===== src/rtl/shift_ctrl_pkg.sv =====
// Shared types and default sizes for the shift-register controller.
package shift_ctrl_pkg;

    localparam int WIDTH_DEF = 8;
    localparam int CNT_W_DEF = 4;

    typedef enum logic [1:0] {
        S_IDLE  = 2'b00,
        S_LOAD  = 2'b01,
        S_SHIFT = 2'b10,
        S_DONE  = 2'b11
    } state_t;

endpackage


===== src/rtl/shift_cnt.sv =====
// Loadable down-counter tracking the shifts remaining in a transaction.
module shift_cnt
    import shift_ctrl_pkg::*;
#(
    parameter int CNT_W = CNT_W_DEF
) (
    input  logic             clock,
    input  logic             reset,
    input  logic             load,
    input  logic [CNT_W-1:0] load_val,
    input  logic             dec,
    output logic [CNT_W-1:0] count,
    output logic             last
);

    logic [CNT_W-1:0] r_count;

    always_ff @(posedge clock) begin
        if (reset) begin
            r_count <= '0;
        end else if (load) begin
            r_count <= load_val;
        end else if (dec && (r_count != '0)) begin
            r_count <= r_count - CNT_W'(1);
        end
    end

    assign count = r_count;
    assign last  = (r_count == CNT_W'(1));

endmodule


===== src/rtl/shift_reg_ctrl.sv =====
// Load/shift controller for an external shift register (q fed back).
// Optional SHIFT_REG_CTRL_ROTATE_EN adds port rot: rotate right via q[0].
module shift_reg_ctrl
    import shift_ctrl_pkg::*;
#(
    parameter int WIDTH = WIDTH_DEF,
    parameter int CNT_W = CNT_W_DEF
) (
    input  logic             clock,
    input  logic             reset,
    input  logic             start,
    input  logic [WIDTH-1:0] din,
    input  logic [CNT_W-1:0] nshift,
    input  logic             ser_in,
`ifdef SHIFT_REG_CTRL_ROTATE_EN
    input  logic             rot,
`endif
    input  logic [WIDTH-1:0] q,
    output logic [WIDTH-1:0] R,
    output logic             L,
    output logic             E,
    output logic             W,
    output logic             busy,
    output logic             done,
    output logic [WIDTH-1:0] dout
);

    localparam logic [CNT_W-1:0] LP_MAX_CNT = CNT_W'(WIDTH);

    state_t           r_state;
    state_t           w_next;
    logic [WIDTH-1:0] r_load_val;
    logic [WIDTH-1:0] r_dout;
    logic             r_done;
    logic             w_l;
    logic             w_e;
    logic             w_busy;
    logic             w_accept;
    logic             w_src;
    logic             w_last;
    logic [CNT_W-1:0] w_count;
    logic [CNT_W-1:0] w_nshift_clamped;

    assign w_accept         = (r_state == S_IDLE) && start;
    assign w_nshift_clamped = (nshift > LP_MAX_CNT) ? LP_MAX_CNT : nshift;

    shift_cnt #(
        .CNT_W (CNT_W)
    ) u_cnt (
        .clock    (clock),
        .reset    (reset),
        .load     (w_accept),
        .load_val (w_nshift_clamped),
        .dec      (w_e),
        .count    (w_count),
        .last     (w_last)
    );

`ifdef SHIFT_REG_CTRL_ROTATE_EN
    logic r_rot;

    always_ff @(posedge clock) begin
        if (reset) begin
            r_rot <= 1'b0;
        end else if (w_accept) begin
            r_rot <= rot;
        end
    end

    assign w_src = r_rot ? q[0] : ser_in;
`else
    assign w_src = ser_in;
`endif

    always_ff @(posedge clock) begin
        if (reset) begin
            r_state    <= S_IDLE;
            r_load_val <= '0;
            r_dout     <= '0;
            r_done     <= 1'b0;
        end else begin
            r_state <= w_next;
            // done is registered so it lands in the IDLE cycle after DONE
            r_done  <= (r_state == S_DONE);
            if (w_accept) begin
                r_load_val <= din;
            end
            if (r_state == S_DONE) begin
                r_dout <= q;
            end
        end
    end

    always_comb begin
        w_next = r_state;
        w_l    = 1'b0;
        w_e    = 1'b0;
        w_busy = 1'b1;
        case (r_state)
            S_IDLE: begin
                w_busy = 1'b0;
                if (start) begin
                    w_next = S_LOAD;
                end
            end
            S_LOAD: begin
                w_l    = 1'b1;
                w_next = (w_count != '0) ? S_SHIFT : S_DONE;
            end
            S_SHIFT: begin
                w_e = 1'b1;
                if (w_last) begin
                    w_next = S_DONE;
                end
            end
            S_DONE: begin
                w_next = S_IDLE;
            end
            default: begin
                w_next = S_IDLE;
            end
        endcase
    end

    assign R    = r_load_val;
    assign L    = w_l;
    assign E    = w_e;
    assign W    = w_e ? w_src : 1'b0;
    assign busy = w_busy;
    assign done = r_done;
    assign dout = r_dout;

endmodule


===== config.mk =====
export PLATFORM = sky130hd
export DESIGN_NAME = shift_reg_ctrl
export DESIGN_NICKNAME = d
export VERILOG_FILES = /design/src/rtl/shift_ctrl_pkg.sv /design/src/rtl/shift_cnt.sv /design/src/rtl/shift_reg_ctrl.sv
export SDC_FILE = /design/constraint.sdc
export NUM_CORES = 1
export LEC_CHECK = 0
export ABC_CLOCK_PERIOD_IN_PS = 2310
export BUFFER_PORTS_ARGS = -buffer_cell sky130_fd_sc_hd__buf_2
export CORE_AREA = 5 5 54 56
export CTS_BUF_LIST = sky130_fd_sc_hd__clkbuf_2 sky130_fd_sc_hd__clkbuf_4 sky130_fd_sc_hd__clkbuf_8
export DETAILED_ROUTE_END_ITERATION = 6
export DIE_AREA = 0 0 59 61
export PLACE_DENSITY = 0.78
export SLEW_MARGIN = 40
export SYNTH_ARGS = -nofsm -noshare
export SYNTH_HDL_FRONTEND = slang
export SYNTH_HIERARCHICAL = 1
export SYNTH_SLANG_ARGS = --single-unit

===== constraint.sdc =====
create_clock -name clock -period 2.31 [get_ports clock]
set_input_delay 0.462 -clock clock [delete_from_list [all_inputs] [get_ports clock]]
set_output_delay 0.462 -clock clock [all_outputs]
set_load 0.02 [all_outputs]

### Yosys cells after proc, flatten, opt, wreduce, memory -nomap -nowiden

Cells that the tools add are included.

| word-level totals | value |
|---|---|
| output and inout port bits | 21 |
| register bits | 23 |
| input bits | 24 |
| logic and storage cells | 30 |

| cells by class | value |
|---|---|
| equality and inequality tests | 6 |
| muxes and demuxes | 11 |
| add/sub/neg operators | 1 |
| magnitude comparators | 1 |
| reduce and logical (&&, ||, !) cells | 6 |

Operators by type and width:

| operator | number |
|---|---|
| $mux W4 | 3 |
| $pmux W2 S4 | 1 |
| $mux W1 | 5 |
| $eq A2 B2 Y1 const B | 2 |
| $eq A4 B1 Y1 const B | 1 |
| $gt A4 B4 Y1 const B | 1 |
| $mux W2 | 2 |
| $reduce_bool A4 Y1 | 1 |
| $sub A4 B1 Y4 const B | 1 |
| $eq A2 B1 Y1 const B | 1 |
| $logic_and A1 B1 Y1 | 2 |
| $logic_not A2 Y1 | 1 |
| $ne A2 B1 Y1 const B | 1 |
| $ne A2 B2 Y1 const B | 1 |
| $reduce_and A2 Y1 | 1 |
| $reduce_bool A2 Y1 | 1 |

### Longest topological paths before layout

| logic depth | value |
|---|---|
| depth in word-level cells | 5 |
| mapped depth | 9 |
| gate-level depth less buffers | 7 |

### Cells and area by module

Netlist, hierarchy kept.

By module, submodules not included:

| module | sequential area each (sq um) | area an instance (sq um) | cells each | instances |
|---|---|---|---|---|
| shift_reg_ctrl | 380.4 | 822.0 | 91 | 1 |
| shift_cnt | 80.1 | 286.5 | 33 | 1 |

### Least setup slack after synthesis

OpenSTA, ideal clock, no wires.

| timing path | value |
|---|---|
| kind | register to register |
| start point | register r_state[0] |
| end point | register u_cnt.r_count[0], in the netlist u_cnt/count[0] |
| required time | 2.183 ns |
| library setup time | 0.127 ns |
| stages on the path, launching flop included | 10 |
| period minus slack after synthesis | 2.005 ns |
| setup slack | 0.305 ns |
| arrival time | 1.878 ns |
| buffers on the path | 2 |
| cell sequence | dfxtp_1 > inv_1 > ha_1 > buf_2 > nand2_1 > inv_1 > clkbuf_1 > nor3_1 > and3_1 > or3_1 |

| between the ends | value |
|---|---|
| elaborated cells between the ends (all ways) | 7 |
| those cells by class | eq/ne (1); mux (2); reduce/logical (4) |

RTL lines:

| element | line | text |
|---|---|---|
| start, declared | shift_reg_ctrl.sv:30 | `state_t r_state;` |
| start signal, assigned | shift_reg_ctrl.sv:82 | `r_state <= w_next;` |
| $logic_not A2 Y1 * | shift_reg_ctrl.sv:44 | `assign w_accept = (r_state == S_IDLE) && start;` |
| $logic_and A1 B1 Y1 * | shift_reg_ctrl.sv:44 |  |
| named net w_accept | shift_reg_ctrl.sv:38 | `logic w_accept;` |
| $mux W4 or $reduce_bool A2 Y1 (tied branches) | n/a |  |
| end signal, assigned | shift_cnt.sv:22 | `r_count <= load_val;` |
| end signal, assigned | shift_cnt.sv:24 | `r_count <= r_count - CNT_W'(1);` |
| end, declared | shift_cnt.sv:16 | `logic [CNT_W-1:0] r_count;` |

Mark *: on every way through the listed nets, which the timed path passes. The rest lies on a longest branch.
A chain may end at the register's enable or synchronous reset.

### Worst setup path after layout

| timing path | value |
|---|---|
| start point | register r_state[0] |
| end point | output W |

| between the ends | value |
|---|---|
| longest elaborated chain between the ends | 3 |

Ends and longest elaborated chain:

| element | line | text |
|---|---|---|
| $eq A2 B2 Y1 | shift_reg_ctrl.sv:99 | `case (r_state)` |
| $mux W1 | shift_reg_ctrl.sv:99 |  |
| $mux W1 | shift_reg_ctrl.sv:128 | `assign W = w_e ? w_src : 1'b0;` |
| end, declared | shift_reg_ctrl.sv:22 | `output logic W,` |

Every way passes these cells.

==> results_dict.tcl <==
set metrics [dict create \
    outcome "finished, final reports clean" \
    crit_buf_inv 2 \
    diodes 0 \
    clock-sinks 23 \
    grt_pass1_vias 980 \
    track_usage_pct 14.4 \
    clk_latency_ns 0.30 \
    dr.pass1.iters 4 \
    worst_pin_slew_ns 0.477 \
    path_class "reg2out" \
    syn-num-nets 155 \
    cp.arrival_ns 1.52 \
    die_y_um 61 \
    cp_max_fo 11 \
    netlist_area_mm2 0.00111 \
    vias 1034 \
    grt-ovfl-total 0 \
    cp-end-kind "primary output" \
    critPathSlowestCell "ha_1" \
    clk_pin_slew_ns 0.12 \
    crit_chain "inv_1 > ha_1 > and2_1 > buf_2" \
    pre_cts_ws_ns 0.344 \
    syn_inst 124 \
    place_area_mm2 0.00134 \
    required_ns 1.85 \
    p_sw_share_pct 41.8 \
    fin_skew_ns 0.00109 \
    p_per_area_mw_per_mm2 1030 \
    layout_setup_ws_ns 0.323 \
    synthFlopType "dfxtp_1" \
    ios 45 \
    hold_violations 0 \
    post_cts_resized 0 \
    hp-class "in2reg" \
    initial_utilization_pct 46.4 \
    vias_per_cell 5.28 \
    maxSlewViolCount 0 \
    multi_input_area_um2 584 \
    vdd_drop_max_mv 0.510 \
    cts_root_buf "clkbuf_4" \
    fin_nets 198 \
    drt-wirelength-per-cell_um 12.8 \
    p_seq_share_pct 38.1 \
    fmax_mhz 503 \
    numCtsBuffers 3 \
    cts_buffer_depth 2 \
    fin_hold_ws_ns 0.392 \
    core-area_mm2 0.00239 \
    leakage_nw 0.639 \
    period_share_pct 86.0 \
    design_area_mm2 0.00136 \
    layout-drive-gt1-share_pct 31.9 \
    place_congestion 0.842 \
    pwr-share-comb_pct 49.1 \
    yosysWarnings 6 \
    internal_power_mw 0.816 \
    nFillCells 238 \
    routed_wl_mm 2.52 \
    cpPeakStageDelay_ns 0.39 \
    area_growth_pct 23.0 \
    drc 0 \
    rows 18 \
    cp_top_family "adder cells" \
    post_cts_buffers 0 \
    setup_viol 0 \
    switchingPower_mw 0.587 \
    hold_buffers 0 \
    register_area_um2 460 \
    slew-limit-headroom_pct 68.2 \
    die_area_mm2 0.00360 \
    grt_max_degree 28 \
    hpwlAfterDp_mm 1.97 \
    ys_seq_area_share_pct 41.5 \
    drt_iter0_markers 34 \
    die_w_um 59 \
    syn_avg_cell_area_um2 8.94 \
    synth-edff-count 0 \
    yosysUniqueCellTypes 31 \
    drtAntennaViolNets 0 \
    ys_ff_latch 23 \
    tns_ns 0 \
    cp-start-kind "flop" \
    grt_pass1_wl_mm 4.05 \
    p_clk_share_pct 12.9 \
    antenna_found_initial 0 \
    cts-htree-levels 1 \
    async_flop_share_pct 0 \
    rsz0062_at_grt "no" \
    cts_tree "done" \
    io_buffer_count 44 \
    final_core_util_pct 57.1 \
    maxCapViolCount 0 \
    fin_crit_ns 1.99 \
]
power by group through the flow:
stage	registers [mW]	logic [mW]	clock network (mW)
after detailed placement	0.541	0.688	0
after CTS	0.533	0.693	0.188
final	0.534	0.688	0.181
after global routing	0.545	0.768	0.208
after floorplan	0.582	0.456	0
after global placement	0.539	0.655	0
placed cells by master, fill, tap and decap left out:
cell type,instances
buf_2,44
dfxtp_1,23
nand2_1,13
nor2_1,11
a21oi_1,9
mux2i_1,8
nand3_1,8
inv_1,7
nor2b_1,7
ha_1,7
nor3_1,4
clkbuf_4,3
nor4_1,2
a211oi_1,2
a2111oi_2,2
and2_1,1
nor2b_4,1
o31a_1,1
or3b_1,1
o21ai_0,1
clkinv_2,1
buf_4,1
nor3b_1,1
or3b_4,1
a311oi_1,1
and4_1,1
a2111oi_0,1
and3_1,1
or3_1,1
and4b_1,1
a311o_1,1
stage by stage:
stage               power (mW)  instances
floorplan                 1.04        124
global placement          1.19        192
detailed placement        1.23        192
CTS                       1.41        196
global route              1.52        196
finish                    1.40        196
final cells by class:
class                      instances  area share (%)
multi-input combinational         87            42.8
sequential                        23            33.8
inverter                           7            1.93
tap                               30            2.75
clock buffer                       3            1.65
clock inverter                     1           0.367
timing repair buffer              45            16.7
flip-flops by register name, indices dropped and copies added (netlist names):
| name | count |
|---|---|
| r_state | 2 |
| done | 1 |
| R | 8 |
| u_cnt/count | 4 |
| dout | 8 |
per-layer routing:
metal  part of all wire (%)  wire length, um  global-route usage (%)  up-vias
met5                      0                0                       0        -
met4                   0.32                8                    4.85        0
met3                    8.5              213                    3.83        2
li1                       -                -                       -      512
met2                     51             1270                    26.0       41
met1                     41             1020                    16.5      479
worst reg2reg max path, stage by stage (launching register included):
cell and delay, ns:
dfxtp_1 0.35, inv_1 0.16, ha_1 0.20, nand2_1 0.19, inv_1 0.33, nor3_1 0.09
and3_1 0.19, or3_1 0.33
final timing paths:
path / from / endpoint / slack [ns] / depth (start not counted)
max: r_state[0] / W / 0.32 / 4
min: q[2] / dout[2] / 0.39 / 3
max reg2reg: r_state[0] / u_cnt/count[0] / 0.39 / 7
min reg2reg: R[2] / R[2] / 0.46 / 2
kinds of logic after synthesis:
group                      Yosys count  share of synthesized area [%]
AOI/OAI and AO/OA                   18                           11.9
adders and majority gates            7                           7.90
buffers and inverters               14                           5.76
DFF                                 23                           41.5
muxes                                8                           7.22
and+or+nand+nor                     54                           25.7
Yosys cell counts (2+ instances only):
cell	number	area share (%)
clkbuf_1	2	0.68
a2111oi_2	2	2.7
nor2b_1	7	4.0
ha_1	7	7.9
buf_2	3	1.4
nand2_1	13	4.4
nand3_1	8	3.6
dfxtp_1	23	42
a21oi_1	9	4.1
mux2i_1	8	7.2
inv_1	7	2.4
a211oi_1	2	1.4
nor2_1	11	3.7
nor3_1	4	1.8
nor4_1	2	1.1
Power figures use the tool's default switching activity.
